## src/rtl/seg7_pkg.sv

```systemverilog
// seg7_pkg: shared segment width, polarity-neutral off pattern and hex-to-segment lookup
package seg7_pkg;
  localparam int SEG_BITS = 7;
  localparam logic [SEG_BITS-1:0] SEG_OFF = 7'h00;
  localparam logic [15:0][SEG_BITS-1:0] HEX_SEG = {
    7'h71, 7'h79, 7'h5E, 7'h39, 7'h7C, 7'h77, 7'h67, 7'h7F,
    7'h07, 7'h7D, 7'h6D, 7'h66, 7'h4F, 7'h5B, 7'h06, 7'h3F
  };
  function automatic logic [SEG_BITS-1:0] hex_to_seg(input logic [3:0] h);
    return HEX_SEG[h];
  endfunction
endpackage

```

## src/rtl/seg7_hex_decode.sv

```systemverilog
// seg7_hex_decode: combinational nibble to active-high segment pattern (bit0=a .. bit6=g)
module seg7_hex_decode
  import seg7_pkg::*;
(
  input  logic [3:0]          hex,
  output logic [SEG_BITS-1:0] seg
);
  assign seg = hex_to_seg(hex);
endmodule

```

## src/rtl/seg7_scan_driver.sv

```systemverilog
// seg7_scan_driver: time-multiplexed hex display scanner with tear-free updates, blinking and leading-zero blanking
module seg7_scan_driver
  import seg7_pkg::*;
#(
  parameter int NUM_DIGITS   = 4,
  parameter int CLK_DIV      = 50000,
  parameter int DEAD_CYCLES  = 2,
  parameter int BLINK_FRAMES = 64,
  parameter int ACTIVE_LOW   = 1
) (
  input  logic                    clk,
  input  logic                    rst_n,
  input  logic [4*NUM_DIGITS-1:0] value,
  input  logic                    load,
  input  logic                    blank_lz,
  input  logic [NUM_DIGITS-1:0]   blink_mask,
  output logic [SEG_BITS-1:0]     seg,
  output logic [NUM_DIGITS-1:0]   dig_en,
  output logic                    frame_done
);
  localparam int IW = NUM_DIGITS > 1 ? $clog2(NUM_DIGITS) : 1;
  localparam int PW = $clog2(CLK_DIV);
  localparam int FW = BLINK_FRAMES > 1 ? $clog2(BLINK_FRAMES) : 1;
  localparam int VW = 4 * NUM_DIGITS;
  localparam logic POL = ACTIVE_LOW != 0;
  localparam logic [SEG_BITS-1:0] SEG_IDLE = {SEG_BITS{POL}} ^ SEG_OFF;
  localparam logic [NUM_DIGITS-1:0] DIG_IDLE = {NUM_DIGITS{POL}};
  logic [PW-1:0]         presc_q, presc_d;
  logic [IW-1:0]         idx_q, idx_d;
  logic [FW-1:0]         frm_q, frm_d;
  logic                  blink_q, blink_d;
  logic [VW-1:0]         pend_q, pend_d, disp_q, disp_d;
  logic [SEG_BITS-1:0]   seg_q, seg_d;
  logic [NUM_DIGITS-1:0] dig_q, dig_d;
  logic                  tick, wrap, frm_last, blank, lz_keep;
  logic [3:0]            nib;
  logic [SEG_BITS-1:0]   hex_seg;
  logic [NUM_DIGITS-1:0] lz_blank;
  assign tick       = presc_q == PW'(CLK_DIV - 1);
  assign wrap       = tick && idx_q == IW'(NUM_DIGITS - 1);
  assign frm_last   = frm_q == FW'(BLINK_FRAMES - 1);
  assign nib        = disp_q[{idx_q, 2'b00} +: 4];
  assign frame_done = wrap;
  assign seg        = seg_q;
  assign dig_en     = dig_q;
  seg7_hex_decode u_dec (.hex(nib), .seg(hex_seg));
  // scanning from the top digit down, suppression ends at the first non-zero nibble
  always_comb begin
    lz_blank = '0;
    lz_keep  = 1'b0;
    for (int i = NUM_DIGITS - 1; i > 0; i--) begin
      lz_keep     = lz_keep | (disp_q[4*i +: 4] != 4'h0);
      lz_blank[i] = blank_lz & ~lz_keep;
    end
  end
  always_comb begin
    presc_d = tick ? '0 : presc_q + 1'b1;
    idx_d   = !tick ? idx_q : wrap ? '0 : idx_q + 1'b1;
    frm_d   = !wrap ? frm_q : frm_last ? '0 : frm_q + 1'b1;
    blink_d = blink_q ^ (wrap & frm_last);
    pend_d  = load ? value : pend_q;
    disp_d  = wrap ? pend_d : disp_q;
    blank   = (blink_mask[idx_q] & blink_q) | lz_blank[idx_q];
    seg_d   = {SEG_BITS{POL}} ^ (blank ? SEG_OFF : hex_seg);
    dig_d   = DIG_IDLE ^ (presc_q < PW'(DEAD_CYCLES) ? '0 : NUM_DIGITS'(1) << idx_q);
  end
  always_ff @(posedge clk or negedge rst_n) begin
    if (!rst_n) begin
      presc_q <= '0;
      idx_q   <= '0;
      frm_q   <= '0;
      blink_q <= 1'b0;
      pend_q  <= '0;
      disp_q  <= '0;
      seg_q   <= SEG_IDLE;
      dig_q   <= DIG_IDLE;
    end else begin
      presc_q <= presc_d;
      idx_q   <= idx_d;
      frm_q   <= frm_d;
      blink_q <= blink_d;
      pend_q  <= pend_d;
      disp_q  <= disp_d;
      seg_q   <= seg_d;
      dig_q   <= dig_d;
    end
  end
endmodule

```

## config.mk

```make
export PLATFORM = sky130hd
export DESIGN_NAME = seg7_scan_driver
export DESIGN_NICKNAME = d
export VERILOG_FILES = /design/src/rtl/seg7_pkg.sv /design/src/rtl/seg7_hex_decode.sv /design/src/rtl/seg7_scan_driver.sv
export SDC_FILE = /design/constraint.sdc
export NUM_CORES = 1
export LEC_CHECK = 0
export ABC_AREA = 1
export BUFFER_PORTS_ARGS = -buffer_cell sky130_fd_sc_hd__buf_2
export CAP_MARGIN = 30
export CELL_PAD_IN_SITES_DETAIL_PLACEMENT = 1
export CELL_PAD_IN_SITES_GLOBAL_PLACEMENT = 2
export CORE_MARGIN = 4
export CORE_UTILIZATION = 35
export CTS_CLUSTER_DIAMETER = 30
export DETAILED_ROUTE_END_ITERATION = 10
export GPL_TIMING_DRIVEN = 0
export PLACE_DENSITY_LB_ADDON = 0.05
export SYNTH_ARGS = -nofsm -noshare
export SYNTH_HDL_FRONTEND = slang
export SYNTH_SLANG_ARGS = --single-unit
```

## constraint.sdc

```tcl
create_clock -name clk -period 1.92 [get_ports clk]
set_clock_uncertainty 0.15 [all_clocks]
set_input_delay 0.288 -clock clk [delete_from_list [all_inputs] [get_ports clk]]
set_output_delay 0.288 -clock clk [all_outputs]
set_load 0.01 [all_outputs]
```

* Word-level counts from Yosys, hierarchy flattened
Memories as Yosys holds them, arrays and structs flattened.
Cells that the tools add are included.
** Cells by class
- Add/subtract/negate cells :: 3
- Multiply operators :: 0
- Divide/modulo/power cells :: 0
- Magnitude comparators :: 3
- Equality and inequality tests :: 3
- Shifts and indexed selects :: 2
- Mux-type cells :: 11
- Bitwise operators :: 14
- Reduce and logical (&&, ||, !) cells :: 4
** Operators with widths (count)
- 2-to-1 mux 16 bit :: 2
- adder 16 x 1 -> 16 bit (second input constant) :: 1
- equality test 16 bit (second input constant) :: 1
- < comparator 16 x 2 -> 1 bit (second input constant) :: 1
- variable part select 16 x 5 -> 4 bit :: 1
- 2-to-1 mux 7 bit :: 2
- nonzero test 4 bit :: 3
- inverter 7 bit :: 1
- adder 6 x 1 -> 6 bit (second input constant) :: 1
- equality test 6 bit (second input constant) :: 1
- 2-to-1 mux 6 bit :: 1
- AND 1 bit :: 5
- < comparator 4 x 5 -> 1 bit (second input constant) :: 1
- binary-select mux 1 bit (select 2 bit) :: 2
- 2-to-1 mux 4 bit :: 1
- inverter 4 bit :: 1
- left shift 1 x 2 -> 4 bit (first input constant) :: 1
- < comparator 2 x 3 -> 1 bit (second input constant) :: 1
- inverter 1 bit :: 3
- bitwise OR 1 bit :: 3
- adder 2 x 1 -> 2 bit (second input constant) :: 1
- equality test 2 bit (second input constant) :: 1
- 2-to-1 mux 1 bit :: 2
- 2-to-1 mux 2 bit :: 1
- 2 further kinds :: 2
** Word-level totals
- Bits in registers :: 68
- Latch bits :: 0
- RAM bits :: 0
- Bits in read-only memories :: 112
- Input bits :: 24
- Output and inout port bits :: 12
- Logic and storage cells :: 49
- Memories kept :: 1
** Memories
- (name not given) :: words 16, width 7, read ports 1, clocked after Yosys merged registers in 0, wr ports 0, RTL line seg7_pkg.sv:10 : return HEX_SEG[h];

* Longest topological paths before layout
- Word-level depth :: 10
- Gate-level depth with buffers :: 11
- Gate-level depth less buffers :: 10

* Modules after synthesis
From an unflattened synthesis, not the netlist that was laid out.
** Second synthesis, totals
- Cell total of the unflattened synthesis :: 414
- Area, all modules :: 3498.4 um2
** By module, submodules not included
- seg7_scan_driver :: instances 1, cells each 361, area an instance 3221.8 um2
- seg7_hex_decode :: instances 1, cells each 53, area an instance 276.5 um2

* Least setup slack after synthesis
No wires, ideal clock.
- Kind :: register to register
- From :: register idx_q[0]
- To :: register seg_q[3] (netlist: seg[3])
- Library setup time :: 0.091 ns
- Arrival time :: 1.499 ns
- Setup slack :: 0.179 ns
- Stages on the path, launching flop included :: 12
- Path buffers :: 2
- Period minus slack after synthesis :: 1.741 ns
- Cell sequence :: dfrtp_1 > buf_4 > buf_2 > nand2_1 > nand3_1 > nand2_1 > inv_1 > ha_1 > nand3_1 > nand2_1 > nand2_1 > nand3_1
** On the way
- Word-level cells in the longest chain between the ends :: 6
- Elaborated cells on any way between the ends :: 11
** RTL lines
- start, declared :: RTL line seg7_scan_driver.sv:29 : logic [IW-1:0] idx_q, idx_d;
- start signal, assigned :: RTL line seg7_scan_driver.sv:79 : idx_q <= idx_d;
- parallel branches: the longest is 4 deep, another holds memory (16 x 7 bit)
- 2-to-1 mux 7 bit (*) :: RTL line seg7_scan_driver.sv:64 : seg_d = {SEG_BITS{POL}} ^ (blank ? SEG_OFF : hex_seg);
- inverter 7 bit (no line) (*)
- net seg_d[3] :: RTL line seg7_scan_driver.sv:33 : logic [SEG_BITS-1:0] seg_q, seg_d;
- end signal, assigned :: RTL line seg7_scan_driver.sv:84 : seg_q <= seg_d;
- end, declared :: RTL line seg7_scan_driver.sv:33
Mark *: on every way through the listed nets, which the timed path passes. The select of a mux whose other input is x is not followed.
A chain may end at the register's enable or synchronous reset.

* Worst setup path after layout
- From :: register presc_q[0]
- To :: output port frame_done
** On the way
- Word-level cells in the longest chain between the ends :: 2
** RTL lines
- start, declared :: RTL line seg7_scan_driver.sv:28 : logic [PW-1:0] presc_q, presc_d;
- start signal, assigned :: RTL line seg7_scan_driver.sv:78 : presc_q <= presc_d;
- equality test 16 bit :: RTL line seg7_scan_driver.sv:39 : assign tick = presc_q == PW'(CLK_DIV - 1);
- logical AND 1 bit :: RTL line seg7_scan_driver.sv:40 : assign wrap = tick && idx_q == IW'(NUM_DIGITS - 1);
- end, declared :: RTL line seg7_scan_driver.sv:19 : output logic frame_done
Every way passes these cells.

==> flow_summary.json <==
{
  "regToRegSetupSlack_ns": 0.10,
  "netlist_area_um2": 3590,
  "core_um2": 9860,
  "status": "finished with violations",
  "finalCritPeriodShare_pct": 105,
  "gp_congestion": 0.755,
  "swShare_pct": 21.1,
  "power_density_nw_per_um2": 706,
  "clock-sinks": 68,
  "hpwl_um": 6490,
  "fin_cells": 655,
  "pre_cts_ws_ns": -0.0893,
  "fin_nets": 552,
  "synth_top_area_share_pct": 39.7,
  "grt_max_degree": 46,
  "worst_slack_ns": -0.104,
  "rows": 36,
  "ys.flop_type": "dfrtp_1",
  "power.leakage_nw": 2.18,
  "drtIter0Drc": 136,
  "power_frac_seq_pct": 47.6,
  "slew_headroom_pct": 73.1,
  "synth_edf_count": 0,
  "firstDrtPassIters": 4,
  "synth_cells": 459,
  "ios": 36,
  "critical_path_class": "flop to output pin",
  "final-hold-violation-count": 0,
  "clkSlewWorstSetupHoldPaths_ns": 0.08,
  "crit_required_ns": 1.48,
  "drive_above_1_share_pct": 23.9,
  "grt_pass1_vias": 3169,
  "clockPowerShare_pct": 48.7,
  "critPathArrivalTime_ns": 1.59,
  "synth_common_cells": "nand2_1, dfrtp_1, nand3_1",
  "num-fill-cells": 1247,
  "violations": "negative setup slack",
  "drv_cap": 0,
  "intPower_mw": 2.43,
  "switchingPower_mw": 0.652,
  "tightest_slew_ns": 0.403,
  "synth_area_leader_cell": "dfrtp_1",
  "ys_seq_area_share_pct": 47.8,
  "die_area_um2": 11900,
  "syn_avg_cell_area_um2": 7.83,
  "combPwrFrac_pct": 3.7,
  "vias": 3052,
  "ant_nets": 0,
  "start_util_pct": 36.4,
  "grt_pass1_wl_um": 15600,
  "clk_path_buf_depth": 2,
  "antenna_found_initial": 0,
  "cts_tree": "yes",
  "crit_path_start_kind": "flop",
  "insertion_delay_ns": 0.35,
  "place_inst": 627,
  "hp-class": "input port to flop",
  "path_max_fanout": 3,
  "synthTopCellsByArea": "dfrtp_1, nand2_1, dfstp_2, nand3_1, inv_1",
  "synth-warning-count": 0,
  "grt_overflow": 0,
  "cts_max_level": 3,
  "synth.distinct_cells": 37,
  "die_h_um": 109,
  "max_freq_mhz": 494,
  "num_antenna_cells": 0,
  "area_growth_pct": 21.7,
  "power_mw": 3.09,
  "fin_crit_ns": 2.02,
  "rsz0062_at_grt": "yes",
  "syn_nets": 494,
  "drv_slew": 0,
  "port_buffers": 34,
  "grt_usage_pct": 16.7,
  "synth.most_common_cell": "nand2_1",
  "synth-seq-cells": 68,
  "remaining_drc_errors": 0,
  "finalSetupViolCount": 1,
  "cts_buffers": 9,
  "worstHoldStart": "value[2]",
  "critPathLaunch": "presc_q[0]",
  "wl_per_cell_um": 13.8,
  "ir_drop_mv": 0.339,
  "ctsRootBufferMaster": "clkbuf_8",
  "worst_setup_path_end_kind": "output pin",
  "die_w_um": 109,
  "via_per_inst": 4.66,
  "fin_setup_tns_ns": -0.104,
  "wl_um": 9030,
  "reg2reg_from": "idx_q[0]",
  "async_reset_ff_share_pct": 100
}
timing repair:
action | CTS | global route
setup buffers | 8 | 4
endpoints found under the setup margin | 6 | 19
pin swaps | 4 | 4
resized for setup | 8 | 15
hold buffers | 1 | 0
endpoints found under the hold margin | 23 | 0
power by group through the flow:
stage	clock network, mW	logic (mW)	registers, mW
after floorplan	0	0.0435	1.49
after global placement	0	0.107	1.50
after detailed placement	0	0.117	1.50
after CTS	1.54	0.119	1.47
after global routing	1.61	0.134	1.47
final	1.50	0.113	1.47
kinds of logic after synthesis:
logic type | after synthesis | synth area share, %
fa+ha+maj | 11 | 3.83
buf+inv | 56 | 7.11
compound gates | 21 | 3.69
flops | 68 | 47.8
simple gates | 294 | 35.4
xor+xnor | 9 | 2.19
per-stage QoR:
| stage | hold slack (ns) | utilization, % | instance area, µm² |
|---|---|---|---|
| after floorplan | -0.158 | - | 3590 |
| after global placement | 0.304 | 39.8 | 3930 |
| after detailed placement | 0.0682 | 40.1 | 3960 |
| after CTS | 0.00510 | 43.6 | 4310 |
| after global routing | 0.0141 | 44.3 | 4370 |
| final | 0.0199 | 44.3 | 4370 |
area by class of cell:
class | instances | area (µm²) | share of cell area [%]
flip-flops and latches | 68 | 1720 | 39.3
multi-input cells | 335 | 1670 | 38.3
repair buffers | 48 | 307 | 7.01
inverters | 46 | 181 | 4.15
well taps | 133 | 166 | 3.81
clock buffers | 12 | 155 | 3.55
clock inverters | 4 | 95.1 | 2.17
plain buffers | 9 | 76.3 | 1.75
placed cells by master, fill, tap and decap left out, types with 4 or more instances in the layout:
cell | Yosys | layout
nand2_1 | 184 | 182
dfrtp_1 | 57 | 55
nand3_1 | 44 | 42
inv_1 | 39 | 38
nor2_1 | 36 | 33
buf_2 | 3 | 33
buf_4 | 1 | 15
clkbuf_8 | 0 | 11
dfstp_2 | 11 | 11
o21ai_0 | 9 | 9
nand2_2 | 7 | 8
xor2_1 | 7 | 7
ha_1 | 11 | 7
nor2_2 | 4 | 6
inv_2 | 5 | 5
nand3_2 | 3 | 5
nand4_1 | 4 | 4
buf_6 | 3 | 4
o21ai_2 | 4 | 4
critical path: stages (launching register included):
cell,delay [ns]
dfrtp_1,0.37
ha_2,0.20
nand2_2,0.08
nor2_4,0.12
inv_2,0.06
nor2_4,0.09
nand2_4,0.07
nor2_8,0.13
buf_6,0.12
state kept, by name, summed over array words and instances (netlist names):
register,flops
frm_q,6
pend_q,16
presc_q,16
dig_en,4
seg,7
disp_q,16
idx_q,2
blink_q,1
per-layer routing:
metal  global-route usage [%]  part of all wire [%]
met1                     23.5                    51
met2                     26.2                    45
met3                     2.52                   3.0
met4                     6.14                   1.8
met5                        0                     0
path summary, 6_finish.rpt:
| check | end | cells after the start |
|---|---|---|
| setup / recovery | frame_done | 8 |
| hold / removal | pend_q[2] | 3 |
| setup reg to reg | seg[0] | 10 |
| hold reg to reg | pend_q[3] | 2 |
| max in group asynchronous | disp_q[10] | 3 |
| min in group asynchronous | presc_q[6] | 2 |
Note: power is estimated with default switching activity, not from simulation.
